File: config.mk
export PLATFORM = sky130hd
export DESIGN_NAME = pipe_hazard_ctrl_flat
export DESIGN_NICKNAME = d
export VERILOG_FILES = /design/src/rtl/pipe_hazard_ctrl_pkg.sv /design/src/rtl/pipe_hazard_ctrl_if.sv /design/src/rtl/pipe_hazard_ctrl_ldu_detect.sv /design/src/rtl/pipe_hazard_ctrl.sv /design/src/flat_wrapper.sv
export SDC_FILE = /design/constraint.sdc
export NUM_CORES = 1
export LEC_CHECK = 0
export CORE_MARGIN = 5
export CORE_UTILIZATION = 53
export CTS_CLUSTER_SIZE = 10
export DETAILED_ROUTE_END_ITERATION = 12
export DONT_BUFFER_PORTS = 1
export GPL_TIMING_DRIVEN = 0
export HOLD_SLACK_MARGIN = 0.05
export PLACE_DENSITY = 0.68
export SYNTH_ARGS = -nofsm -noshare
export SYNTH_HDL_FRONTEND = slang
export SYNTH_HIERARCHICAL = 1
export SYNTH_SLANG_ARGS = --single-unit
File: constraint.sdc
create_clock -name clk -period 3 [get_ports clk]
set_clock_uncertainty 0.2 [all_clocks]
set_input_delay 0.6 -clock clk [delete_from_list [all_inputs] [get_ports clk]]
set_output_delay 0.6 -clock clk [all_outputs]
set_load 0.01 [all_outputs]
File: src/rtl/pipe_hazard_ctrl_pkg.sv
// Shared definitions for the pipeline hazard controller: FSM state encodings,
// register-index width, the stage-control bundle and its NOP/idle value,
// plus small saturating-increment helpers.
// Optional feature macro used by the slice: HAZ_PERF_CNT_EN (performance counters).
package pipe_hazard_ctrl_pkg;

    localparam int REG_IDX_W = 5;
    localparam logic [REG_IDX_W-1:0] ZERO_REG = 5'd0;

    typedef enum logic [1:0] {
        ST_RUN     = 2'd0,
        ST_MEMWAIT = 2'd1,
        ST_ERR     = 2'd2
    } haz_state_e;

    // Per-cycle pipeline control bundle driven by the controller.
    typedef struct packed {
        logic hold_if;
        logic hold_id;
        logic hold_ix;
        logic hold_im;
        logic bubble_ix;
        logic bubble_iw;
        logic flush_id;
    } haz_ctrl_t;

    // NOP control value: every hold/bubble/flush inactive.
    localparam haz_ctrl_t NOP_CTRL          = haz_ctrl_t'(7'b0000000);
    // Whole pipeline frozen while data memory is outstanding.
    localparam haz_ctrl_t MEM_HOLD_CTRL     = haz_ctrl_t'(7'b1111010);
    // Taken branch: squash IF-ID, insert bubble into ID-IX.
    localparam haz_ctrl_t BRANCH_FLUSH_CTRL = haz_ctrl_t'(7'b0000101);
    // Load-use: freeze PC and IF-ID, insert bubble into ID-IX.
    localparam haz_ctrl_t LDU_STALL_CTRL    = haz_ctrl_t'(7'b1100100);

    function automatic logic [7:0] sat_inc8(input logic [7:0] value);
        if (value == 8'hFF) begin
            sat_inc8 = value;
        end else begin
            sat_inc8 = value + 8'd1;
        end
    endfunction

    function automatic logic [31:0] sat_inc32(input logic [31:0] value);
        if (value == 32'hFFFF_FFFF) begin
            sat_inc32 = value;
        end else begin
            sat_inc32 = value + 32'd1;
        end
    endfunction

endpackage

File: src/rtl/pipe_hazard_ctrl_if.sv
// Pipeline <-> hazard controller interface. The master modport is the
// pipeline (reports stage contents, obeys controls); the slave modport is
// the controller. With HAZ_PERF_CNT_EN defined the performance counters
// are carried as extra controller outputs.
interface pipe_hazard_ctrl_if;
    import pipe_hazard_ctrl_pkg::*;

    logic [REG_IDX_W-1:0] id_rs;
    logic [REG_IDX_W-1:0] id_rt;
    logic                 id_uses_rt;
    logic                 ix_is_load;
    logic [REG_IDX_W-1:0] ix_rt;
    logic                 ix_branch_taken;
    logic                 dmem_req;
    logic                 dmem_ack;

    logic                 hold_if;
    logic                 hold_id;
    logic                 hold_ix;
    logic                 hold_im;
    logic                 bubble_ix;
    logic                 bubble_iw;
    logic                 flush_id;
    logic                 mem_err;
    logic [1:0]           state_o;

`ifdef HAZ_PERF_CNT_EN
    logic [31:0]          ldu_cnt;
    logic [31:0]          mem_stall_cnt;

    modport master (
        output id_rs, id_rt, id_uses_rt, ix_is_load, ix_rt, ix_branch_taken,
               dmem_req, dmem_ack,
        input  hold_if, hold_id, hold_ix, hold_im, bubble_ix, bubble_iw,
               flush_id, mem_err, state_o, ldu_cnt, mem_stall_cnt
    );

    modport slave (
        input  id_rs, id_rt, id_uses_rt, ix_is_load, ix_rt, ix_branch_taken,
               dmem_req, dmem_ack,
        output hold_if, hold_id, hold_ix, hold_im, bubble_ix, bubble_iw,
               flush_id, mem_err, state_o, ldu_cnt, mem_stall_cnt
    );
`else
    modport master (
        output id_rs, id_rt, id_uses_rt, ix_is_load, ix_rt, ix_branch_taken,
               dmem_req, dmem_ack,
        input  hold_if, hold_id, hold_ix, hold_im, bubble_ix, bubble_iw,
               flush_id, mem_err, state_o
    );

    modport slave (
        input  id_rs, id_rt, id_uses_rt, ix_is_load, ix_rt, ix_branch_taken,
               dmem_req, dmem_ack,
        output hold_if, hold_id, hold_ix, hold_im, bubble_ix, bubble_iw,
               flush_id, mem_err, state_o
    );
`endif

endinterface

File: src/rtl/pipe_hazard_ctrl_ldu_detect.sv
// Load-use hazard detector: flags when the load in IX writes a register the
// instruction in ID is about to read. r0 is hardwired zero and never hazards.
module pipe_ldu_detect
    import pipe_hazard_ctrl_pkg::*;
(
    input  logic                 ix_is_load,
    input  logic [REG_IDX_W-1:0] ix_rt,
    input  logic [REG_IDX_W-1:0] id_rs,
    input  logic [REG_IDX_W-1:0] id_rt,
    input  logic                 id_uses_rt,
    output logic                 load_use
);

    logic rs_hit_s;
    logic rt_hit_s;

    // Compare the load destination against both possible ID source operands.
    always_comb begin
        rs_hit_s = (ix_rt == id_rs);
        rt_hit_s = id_uses_rt && (ix_rt == id_rt);
        load_use = ix_is_load && (ix_rt != ZERO_REG) && (rs_hit_s || rt_hit_s);
    end

endmodule

File: src/rtl/pipe_hazard_ctrl.sv
// Pipeline hazard controller: load-use stalls, taken-branch flushes and
// data-memory wait stalls with a timeout into a sticky error state.
// Stage controls are combinational from state and inputs so they act in
// the same cycle the hazard is seen.
// Optional feature: define HAZ_PERF_CNT_EN to add saturating 32-bit
// load-use and memory-stall cycle counters.
module pipe_hazard_ctrl
    import pipe_hazard_ctrl_pkg::*;
#(
    parameter int MEM_TIMEOUT = 16
) (
    input  logic                     clk,
    input  logic                     rst_n,
    pipe_hazard_ctrl_if.slave        bus
);

    // Last counter value tolerated before the wait is declared hung.
    localparam logic [7:0] TIMEOUT_LAST = 8'(MEM_TIMEOUT - 1);

    haz_state_e state_r;
    haz_state_e state_nxt_s;
    logic [7:0] wait_cnt_r;
    logic [7:0] wait_cnt_nxt_s;
    logic       pend_flush_r;
    logic       pend_flush_nxt_s;
    logic       mem_err_r;
    logic       mem_err_nxt_s;
    haz_ctrl_t  ctrl_s;
    logic       load_use_s;

    pipe_ldu_detect u_ldu_detect (
        .ix_is_load (bus.ix_is_load),
        .ix_rt      (bus.ix_rt),
        .id_rs      (bus.id_rs),
        .id_rt      (bus.id_rt),
        .id_uses_rt (bus.id_uses_rt),
        .load_use   (load_use_s)
    );

    // Next-state and stage-control decode; memory stall outranks branch, branch outranks load-use.
    always_comb begin
        ctrl_s           = NOP_CTRL;
        state_nxt_s      = state_r;
        wait_cnt_nxt_s   = wait_cnt_r;
        pend_flush_nxt_s = pend_flush_r;
        mem_err_nxt_s    = mem_err_r;

        case (state_r)
            ST_RUN: begin
                if (bus.dmem_req && !bus.dmem_ack) begin
                    // Stall entry: freeze everything, remember a branch seen now.
                    ctrl_s           = MEM_HOLD_CTRL;
                    state_nxt_s      = ST_MEMWAIT;
                    wait_cnt_nxt_s   = 8'd0;
                    pend_flush_nxt_s = bus.ix_branch_taken;
                end else if (bus.ix_branch_taken) begin
                    ctrl_s = BRANCH_FLUSH_CTRL;
                end else if (load_use_s) begin
                    ctrl_s = LDU_STALL_CTRL;
                end else begin
                    ctrl_s = NOP_CTRL;
                end
            end

            ST_MEMWAIT: begin
                if (bus.dmem_ack) begin
                    // Release: a branch resolved during the stall is applied now.
                    state_nxt_s      = ST_RUN;
                    pend_flush_nxt_s = 1'b0;
                    if (pend_flush_r || bus.ix_branch_taken) begin
                        ctrl_s = BRANCH_FLUSH_CTRL;
                    end else if (load_use_s) begin
                        ctrl_s = LDU_STALL_CTRL;
                    end else begin
                        ctrl_s = NOP_CTRL;
                    end
                end else begin
                    ctrl_s           = MEM_HOLD_CTRL;
                    pend_flush_nxt_s = pend_flush_r || bus.ix_branch_taken;
                    wait_cnt_nxt_s   = sat_inc8(wait_cnt_r);
                    if (wait_cnt_r >= TIMEOUT_LAST) begin
                        state_nxt_s   = ST_ERR;
                        mem_err_nxt_s = 1'b1;
                    end else begin
                        state_nxt_s = ST_MEMWAIT;
                    end
                end
            end

            ST_ERR: begin
                // Hung memory: pipeline stays frozen until reset.
                ctrl_s        = MEM_HOLD_CTRL;
                mem_err_nxt_s = 1'b1;
            end

            default: begin
                // Unreachable encoding: fall back to a safe running state.
                ctrl_s           = NOP_CTRL;
                state_nxt_s      = ST_RUN;
                wait_cnt_nxt_s   = 8'd0;
                pend_flush_nxt_s = 1'b0;
            end
        endcase

        if (!rst_n) begin
            ctrl_s = NOP_CTRL;
        end else begin
            ctrl_s = ctrl_s;
        end
    end

    // FSM state, wait counter, pending flush and sticky error register.
    always_ff @(posedge clk or negedge rst_n) begin
        if (!rst_n) begin
            state_r      <= ST_RUN;
            wait_cnt_r   <= 8'd0;
            pend_flush_r <= 1'b0;
            mem_err_r    <= 1'b0;
        end else begin
            state_r      <= state_nxt_s;
            wait_cnt_r   <= wait_cnt_nxt_s;
            pend_flush_r <= pend_flush_nxt_s;
            mem_err_r    <= mem_err_nxt_s;
        end
    end

    assign bus.hold_if   = ctrl_s.hold_if;
    assign bus.hold_id   = ctrl_s.hold_id;
    assign bus.hold_ix   = ctrl_s.hold_ix;
    assign bus.hold_im   = ctrl_s.hold_im;
    assign bus.bubble_ix = ctrl_s.bubble_ix;
    assign bus.bubble_iw = ctrl_s.bubble_iw;
    assign bus.flush_id  = ctrl_s.flush_id;
    assign bus.mem_err   = mem_err_r;
    assign bus.state_o   = state_r;

`ifdef HAZ_PERF_CNT_EN
    logic        ldu_stall_s;
    logic [31:0] ldu_cnt_r;
    logic [31:0] mem_stall_cnt_r;

    assign ldu_stall_s = (ctrl_s == LDU_STALL_CTRL);

    // Saturating counters of load-use stall cycles and memory wait/error cycles.
    always_ff @(posedge clk or negedge rst_n) begin
        if (!rst_n) begin
            ldu_cnt_r       <= 32'd0;
            mem_stall_cnt_r <= 32'd0;
        end else begin
            if (ldu_stall_s) begin
                ldu_cnt_r <= sat_inc32(ldu_cnt_r);
            end else begin
                ldu_cnt_r <= ldu_cnt_r;
            end
            if (state_r != ST_RUN) begin
                mem_stall_cnt_r <= sat_inc32(mem_stall_cnt_r);
            end else begin
                mem_stall_cnt_r <= mem_stall_cnt_r;
            end
        end
    end

    assign bus.ldu_cnt       = ldu_cnt_r;
    assign bus.mem_stall_cnt = mem_stall_cnt_r;
`endif

endmodule
File: src/flat_wrapper.sv
// flat-port wrapper written by rule: the top's interface ports become plain ports
module pipe_hazard_ctrl_flat import pipe_hazard_ctrl_pkg::*;
#(
    parameter int MEM_TIMEOUT = 16
)
  (clk, rst_n, bus_id_rs, bus_id_rt, bus_id_uses_rt, bus_ix_is_load, bus_ix_rt, bus_ix_branch_taken, bus_dmem_req, bus_dmem_ack, bus_hold_if, bus_hold_id, bus_hold_ix, bus_hold_im, bus_bubble_ix, bus_bubble_iw, bus_flush_id, bus_mem_err, bus_state_o);
  pipe_hazard_ctrl_if bus_i ();
  input  logic clk;
  input  logic rst_n;
  input wire logic [$bits(bus_i.id_rs)-1:0] bus_id_rs;
  input wire logic [$bits(bus_i.id_rt)-1:0] bus_id_rt;
  input wire logic [$bits(bus_i.id_uses_rt)-1:0] bus_id_uses_rt;
  input wire logic [$bits(bus_i.ix_is_load)-1:0] bus_ix_is_load;
  input wire logic [$bits(bus_i.ix_rt)-1:0] bus_ix_rt;
  input wire logic [$bits(bus_i.ix_branch_taken)-1:0] bus_ix_branch_taken;
  input wire logic [$bits(bus_i.dmem_req)-1:0] bus_dmem_req;
  input wire logic [$bits(bus_i.dmem_ack)-1:0] bus_dmem_ack;
  output wire logic [$bits(bus_i.hold_if)-1:0] bus_hold_if;
  output wire logic [$bits(bus_i.hold_id)-1:0] bus_hold_id;
  output wire logic [$bits(bus_i.hold_ix)-1:0] bus_hold_ix;
  output wire logic [$bits(bus_i.hold_im)-1:0] bus_hold_im;
  output wire logic [$bits(bus_i.bubble_ix)-1:0] bus_bubble_ix;
  output wire logic [$bits(bus_i.bubble_iw)-1:0] bus_bubble_iw;
  output wire logic [$bits(bus_i.flush_id)-1:0] bus_flush_id;
  output wire logic [$bits(bus_i.mem_err)-1:0] bus_mem_err;
  output wire logic [$bits(bus_i.state_o)-1:0] bus_state_o;
  assign bus_i.id_rs = bus_id_rs;
  assign bus_i.id_rt = bus_id_rt;
  assign bus_i.id_uses_rt = bus_id_uses_rt;
  assign bus_i.ix_is_load = bus_ix_is_load;
  assign bus_i.ix_rt = bus_ix_rt;
  assign bus_i.ix_branch_taken = bus_ix_branch_taken;
  assign bus_i.dmem_req = bus_dmem_req;
  assign bus_i.dmem_ack = bus_dmem_ack;
  assign bus_hold_if = bus_i.hold_if;
  assign bus_hold_id = bus_i.hold_id;
  assign bus_hold_ix = bus_i.hold_ix;
  assign bus_hold_im = bus_i.hold_im;
  assign bus_bubble_ix = bus_i.bubble_ix;
  assign bus_bubble_iw = bus_i.bubble_iw;
  assign bus_flush_id = bus_i.flush_id;
  assign bus_mem_err = bus_i.mem_err;
  assign bus_state_o = bus_i.state_o;
  pipe_hazard_ctrl #(.MEM_TIMEOUT(MEM_TIMEOUT)) u_core (.clk(clk), .rst_n(rst_n), .bus(bus_i));
endmodule
==> metrics.md, run 1 <==
| Metric | Value |
|---|---|
| Number of nets in the final layout | 129 |
| Initial antenna violation count | 0 |
| I/O pin cnt | 32 |
| Cell depth of the worst hold path | 3 |
| Remaining global-route overflow | 0 |
| Cell internal power dissipation | 0.262 mW |
| Final wirelength | 1940 microns |
| Final routed wire length divided by cell count | 16.0 microns |
| 1st-iter DRT viols | 13 |
| Number of distinct standard cells referenced by the synthesized netlist | 44 |
| Total inserted antenna cells | 0 |
| Remaining max-slew budget at the tightest pin | 0.642 |
| Total half-perimeter wirelength after legalization and detailed placement | 1430 microns |
| Sequential fraction of the synthesis area | 0.331 |
| Standard-cell rows | 15 |
| Total clock sinks | 12 |
| Number of resized instances in the post-cts repair step | 0 |
| Register share of total power | 0.536 |
| Core area | 1670 sq um |
| Tightest Pin Transition | 535 ps |
| Setup Total Neg Slack | 0 ps |
| Post-route cell area | 961 sq um |
| Data required, critical path | 2200 ps |
| Utilization of the core after routing | 0.575 |
| Clock share of power | 0.254 |
| Post-synth net total | 123 |
| Slowest stage cell on the critical path | sky130_fd_sc_hd__a21oi_1 |
| Crit path top cell by count | sky130_fd_sc_hd__a21oi_1 |
| Synth Instances | 100 |
| Total cell area at the placement stage | 928 sq um |
| Result of the run | completed |
| Via count of the first global-routing pass | 723 |
| Global-route wire length before repair | 3220 microns |
| Quantity of I/O buffers inserted on ports | 0 |
| Min-delay worst type | input pin to flip-flop |
| Worst setup slack after layout | 259 ps |
| Total number of vias | 771 |
| Layout cell share with drive strength beyond 1 | 0.183 |
| Sequential cell area | 300 sq um |
| Total power divided by cell area | 392 nW/um^2 |
| Maximum single-stage delay on the critical path | 320 ps |
| Proportion of netlist area held by the largest area contributor | 0.331 |
| Worst setup path category | input pin to output port |
| Switching Share | 0.305 |
| Die outline height | 51.4 microns |
| Worst-path fanout max | 3 |
| Peak supply drop | 0.216 mV |
| Share of power burned in combinational logic | 0.210 |
| Total power of the final layout | 0.377 mW |
| Post-DRT Antenna Nets | 0 |
| Number of synthesis warnings | 6 |
| Max-capacitance violation count | 0 |
| Clock buffers created by TritonCTS | 3 |
| Maximum clock rate | 365 MHz |
| Largest net degree at the start of global routing | 13 |
| X dimension of the die | 51.4 microns |
| GRT Resource Usage Total | 0.163 |
| Die footprint | 2640 sq um |
| Clock latency of the later-clocked register in the worst-skew pair | 270 ps |
| Flop and latch count out of synthesis | 12 |
| Final Hold Viols | 0 |
| Master cell of the clock root buffer | sky130_fd_sc_hd__clkbuf_4 |
| Kind of launch point of the worst setup path | input pin |
| Place WS | 254 ps |
| Unrepaired setup endpoints after global routing | no |
| Leading cell types by total area after synthesis | sky130_fd_sc_hd__dfrtp_1, sky130_fd_sc_hd__xor2_1, sky130_fd_sc_hd__a21oi_1 |
| Post-synthesis area per instance | 9.07 sq um |
| RD Place Congestion | 0.846 |
| Number of vias per cell after detailed routing | 6.37 |
| Cell count of the worst reg-to-reg path | 5 |
| Buffer depth of the longest clock path | 2 |
| Netlist Area Pre-Place | 907 sq um |
| Final number of max-transition violations | 0 |
| Initial core utilization | 0.543 |
| Minimum period implied by the final worst setup slack | 2740 ps |
| Critical Path, Cell by Cell | xor2_1 > nor4_2 > nand3_1 > a21oi_1 > a21oi_1 > a21oi_1 > buf_4 |
| Total number of H-tree levels | 1 |
| Final period utilization | 0.914 |
| Pleak | 0.413 nW |
| Area leader, netlist | sky130_fd_sc_hd__dfrtp_1 |
| Number of fillers in the final layout | 153 |
| Layout overhead on the synthesized area | 5.93% |
| Initial DRT Pass Iterations | 4 |
| Multi-input combinational cell area | 558 sq um |
| Kind of capture point of the worst setup path | output port |
| Clock-pin slew reported for the worst setup and hold paths after clock tree synthesis | 70 ps |
| Post-route DRC violation count | 0 |
| NetSw | 0.115 mW |
| Final setup violation count | 0 |
| TritonCTS clock tree | yes |
| Post-CTS Setup Bufs | 0 |
| Signal arrival time at the worst endpoint | 1940 ps |
==> through the flow <==
step | hold slack [ps] | cells
after CTS | 298 | 121
final | 313 | 121
after global placement | 105 | 117
after global routing | 318 | 121
after detailed placement | 105 | 117
after floorplan | 104 | 100
==> timing repair <==
item	4_1_cts	5_1_grt
endpoints found under the hold margin	12	0
endpoints found under the setup margin	0	0
hold buffers	1	0
==> worst max-delay path, delay by kind of cell <==
kind	cells	cell delay (ps)
AOI/OAI and AO/OA	3	620
xor gates and xnor gates	1	150
buffers and inverters	1	190
and+or+nand+nor	2	370
==> layout make-up <==
cell class	count	area share
plain buffers	6	0.0430
clock buffers	3	0.0234
inverters	2	0.00781
multi-input cells	80	0.581
flip-flops and latches	12	0.312
well taps	17	0.0221
repair buffers	1	0.0104
==> power by group through the flow <==
stage / combinational (mW) / sequential, mW / clock [mW]
2_1_floorplan: 0.0651 / 0.199 / 0
6_report: 0.0791 / 0.202 / 0.0957
3_3_place_gp: 0.0735 / 0.203 / 0
4_1_cts: 0.0799 / 0.201 / 0.103
5_1_grt: 0.0896 / 0.205 / 0.111
3_5_place_dp: 0.0756 / 0.204 / 0
==> cells in the mapped netlist (all sizes together) <==
cell / n
dfrtp: 12
a21oi: 9
nand2: 7
xor2: 7
nand3: 6
nor3: 6
buf: 5
o21ai: 5
xnor2: 4
and2: 3
nor2: 3
a211o: 2
a221o: 2
a31oi: 2
and3: 2
inv: 2
nor4: 2
o21bai: 2
a22o: 1
a32oi: 1
a41oi: 1
and4: 1
clkbuf: 1
ha: 1
mux2: 1
mux2i: 1
nand2b: 1
nand4: 1
nor2b: 1
nor4b: 1
o211a: 1
o21a: 1
o2bb2ai: 1
or2: 1
or3: 1
or3b: 1
or4: 1
==> per-layer routing <==
| layer | GRT usage | share of wire | vias up |
|---|---|---|---|
| met3 | 0.0437 | 0.084 | 3 |
| li1 | - | - | 378 |
| met1 | 0.209 | 0.43 | 358 |
| met4 | 0.0873 | 0.016 | 0 |
| met5 | 0 | 0 | - |
| met2 | 0.248 | 0.47 | 32 |
==> layout by cell type, fill, tap and decap left out, drive strengths merged, types with 2 or more instances in the layout <==
cell and n:
dfrtp 12, a21oi 9, nand2 7, xor2 7
nor3 6, nand3 6, buf 5, o21ai 5
xnor2 4, clkbuf 4, nor2 3, and2 3
o21bai 2, inv 2, a221o 2, a31oi 2
and3 2, a211o 2, nor4 2
==> state kept, by name, summed over array words and instances, names as in the netlist <==
name	flops
u_core/bus.mem_err	1
u_core/bus.state_o	2
u_core/pend_flush_r	1
u_core/wait_cnt_r	8
==> worst paths after layout <==
kind,to,slack (ps),startpoint
max,bus_hold_if,260,bus_ix_rt[3]
min,u_core/pend_flush_r$_DFFE_PN0P_,310,bus_dmem_req
max reg2reg,u_core/wait_cnt_r[5]$_DFFE_PN0P_,950,u_core/wait_cnt_r[0]$_DFFE_PN0P_
min reg2reg,u_core/bus.mem_err$_DFFE_PN0P_,340,u_core/bus.mem_err$_DFFE_PN0P_
max in group asynchronous,u_core/bus.mem_err$_DFFE_PN0P_,1700,rst_n
min in group asynchronous,u_core/wait_cnt_r[0]$_DFFE_PN0P_,540,rst_n
==> cells by family (layout without fill, tap and decap cells) <==
group | after synthesis | after routing | share of synthesized area
buffers and inverters | 8 | 12 | 0.0538
AOI/OAI and AO/OA | 28 | 28 | 0.222
and+or+nand+nor | 38 | 38 | 0.250
xor gates and xnor gates | 11 | 11 | 0.106
DFF | 12 | 12 | 0.331
muxes | 2 | 2 | 0.0234
adders and majority gates | 1 | 1 | 0.0138
Power figures use the tool's default switching activity.
==> run 2, diff against run 1 <==
--- a/config.mk
+++ b/config.mk
@@ -7,12 +7,14 @@
 export LEC_CHECK = 0
 export CORE_MARGIN = 5
 export CORE_UTILIZATION = 53
+export CTS_BUF_LIST = sky130_fd_sc_hd__clkbuf_8
 export CTS_CLUSTER_SIZE = 10
 export DETAILED_ROUTE_END_ITERATION = 12
 export DONT_BUFFER_PORTS = 1
 export GPL_TIMING_DRIVEN = 0
 export HOLD_SLACK_MARGIN = 0.05
 export PLACE_DENSITY = 0.68
+export SKIP_LAST_GASP = 1
 export SYNTH_ARGS = -nofsm -noshare
 export SYNTH_HDL_FRONTEND = slang
 export SYNTH_HIERARCHICAL = 1
==> metrics.md, run 2 (synthesized netlist as in run 1, its figures left out) <==
| Metric | Value |
|---|---|
| Max-capacitance violation count | 0 |
| TritonCTS clock tree | yes |
| RD Place Congestion | 0.846 |
| Initial core utilization | 0.543 |
| Most common cell after layout, fill and taps aside | sky130_fd_sc_hd__dfrtp_1 |
| Post-DRT Antenna Nets | 0 |
| Initial DRT Pass Iterations | 6 |
| Clock-pin slew reported for the worst setup and hold paths after clock tree synthesis | 50 ps |
| Min Hold Slack | 339 ps |
| Final setup violation count | 0 |
| Peak supply drop | 0.224 mV |
| Cell depth of the worst hold path | 1 |
| Cell count of the worst reg-to-reg path | 5 |
| Worst setup path category | input pin to output port |
| Quantity of I/O buffers inserted on ports | 0 |
| Global-route wire length before repair | 3190 microns |
| Final Hold Viols | 0 |
| Largest net degree at the start of global routing | 13 |
| Worst-path fanout max | 3 |
| Kind of launch point of the worst setup path | input pin |
| Total power divided by cell area | 434 nW/um^2 |
| Largest register by flop count | u_core/wait_cnt_r |
| Number of nets in the final layout | 129 |
| Remaining global-route overflow | 0 |
| X dimension of the die | 51.4 microns |
| Setup Total Neg Slack | 0 ps |
| Post-route DRC violation count | 0 |
| Die footprint | 2640 sq um |
| Initial antenna violation count | 0 |
| Core area | 1670 sq um |
| Layout overhead on the synthesized area | 8.00% |
| Standard-cell rows | 15 |
| Pleak | 0.421 nW |
| Unrepaired setup endpoints after global routing | no |
| Remaining max-slew budget at the tightest pin | 0.639 |
| Final wirelength | 1910 microns |
| Signal arrival time at the worst endpoint | 1940 ps |
| GRT Resource Usage Total | 0.163 |
| Total half-perimeter wirelength after legalization and detailed placement | 1430 microns |
| Layout cell share with drive strength beyond 1 | 0.183 |
| Master cell of the clock root buffer | sky130_fd_sc_hd__clkbuf_8 |
| Final period utilization | 0.913 |
| Max reg flops | 8 |
| Total number of vias | 763 |
| Kind of capture point of the worst setup path | output port |
| Total inserted antenna cells | 0 |
| Clock buffers created by TritonCTS | 3 |
| Final number of max-transition violations | 0 |
| Top library cells by usage in the layout, fill and taps aside | sky130_fd_sc_hd__dfrtp_1, sky130_fd_sc_hd__a21oi_1, sky130_fd_sc_hd__nand2_1, sky130_fd_sc_hd__xor2_1 |
| Data required, critical path | 2200 ps |
| Die outline height | 51.4 microns |
| Number of vias per cell after detailed routing | 6.31 |
| Maximum clock rate | 365 MHz |
| Total number of H-tree levels | 1 |
| Via count of the first global-routing pass | 724 |
| Total clock sinks | 12 |
| Final routed wire length divided by cell count | 15.8 microns |
| Minimum period implied by the final worst setup slack | 2740 ps |
| Tightest Pin Transition | 539 ps |
| Total power of the final layout | 0.426 mW |
| Buffer depth of the longest clock path | 2 |
| 1st-iter DRT viols | 11 |
| Clock latency of the later-clocked register in the worst-skew pair | 240 ps |
| Min-delay worst type | flip-flop to flip-flop |
| Result of the run | completed |
| Post-CTS Setup Bufs | 0 |
| I/O pin cnt | 32 |
run 2: through the flow:
step / worst slack (ps) / util / area, sq um / cells
2_1_floorplan: 402 / - / 907 / 100
3_3_place_gp: 264 / 0.556 / 928 / 117
3_5_place_dp: 254 / 0.556 / 928 / 117
4_1_cts: 252 / 0.587 / 980 / 121
5_1_grt: 90.6 / 0.587 / 980 / 121
6_report: 260 / 0.587 / 980 / 121
run 2: metal layers:
metal  vias to the layer above  global-route usage  routed length [microns]
li1                        378                   -                        -
met3                         3              0.0525                      159
met1                       356               0.207                      838
met5                         -                   0                        0
met4                         0              0.0917                       38
met2                        26               0.242                      874
run 2: worst paths after layout:
kind,start,end,slack (ps)
hold / removal,u_core/bus.mem_err$_DFFE_PN0P_,u_core/bus.mem_err$_DFFE_PN0P_,340
min in group asynchronous,rst_n,u_core/wait_cnt_r[0]$_DFFE_PN0P_,580
setup reg to reg,u_core/wait_cnt_r[0]$_DFFE_PN0P_,u_core/wait_cnt_r[5]$_DFFE_PN0P_,960
hold reg to reg,u_core/bus.mem_err$_DFFE_PN0P_,u_core/bus.mem_err$_DFFE_PN0P_,340
max in group asynchronous,rst_n,u_core/bus.mem_err$_DFFE_PN0P_,1660
setup / recovery,bus_ix_rt[3],bus_hold_if,260
run 2: power breakdown:
group          leakage (nW)  switching, mW  internal (mW)  total (mW)
registers             0.162         0.0247          0.178       0.203
logic                 0.238         0.0410         0.0380      0.0790
clock network        0.0216         0.0556         0.0882       0.144
run 2: area by class of cell:
type / count / area, sq um
multi-input cells: 80 / 558
plain buffers: 6 / 41.3
clock buffers: 3 / 41.3
flip-flops and latches: 12 / 300
repair buffers: 1 / 10.0
inverters: 2 / 7.51
fillers: 152 / 691
well taps: 17 / 21.3
run 2: repair_timing:
item                                   CTS  global route
endpoints found under the hold margin   12             0
gates resized for setup                  0             0
hold buffers                             1             0
run 2: worst max-delay path, stage by stage:
cell and delay, ps:
sky130_fd_sc_hd__xor2_1 150, sky130_fd_sc_hd__nor4_2 270, sky130_fd_sc_hd__nand3_1 100, sky130_fd_sc_hd__a21oi_1 210, sky130_fd_sc_hd__a21oi_1 90, sky130_fd_sc_hd__a21oi_1 320, sky130_fd_sc_hd__buf_4 190
==> run 3, diff against run 2 <==
--- a/config.mk
+++ b/config.mk
@@ -7,10 +7,10 @@
 export LEC_CHECK = 0
 export CORE_MARGIN = 5
 export CORE_UTILIZATION = 53
-export CTS_BUF_LIST = sky130_fd_sc_hd__clkbuf_8
 export CTS_CLUSTER_SIZE = 10
 export DETAILED_ROUTE_END_ITERATION = 12
 export DONT_BUFFER_PORTS = 1
+export GPL_ROUTABILITY_DRIVEN = 0
 export GPL_TIMING_DRIVEN = 0
 export HOLD_SLACK_MARGIN = 0.05
 export PLACE_DENSITY = 0.68
==> results of run 3 <==
No change in the layout: final DEF, timing and power equal those of run 1.
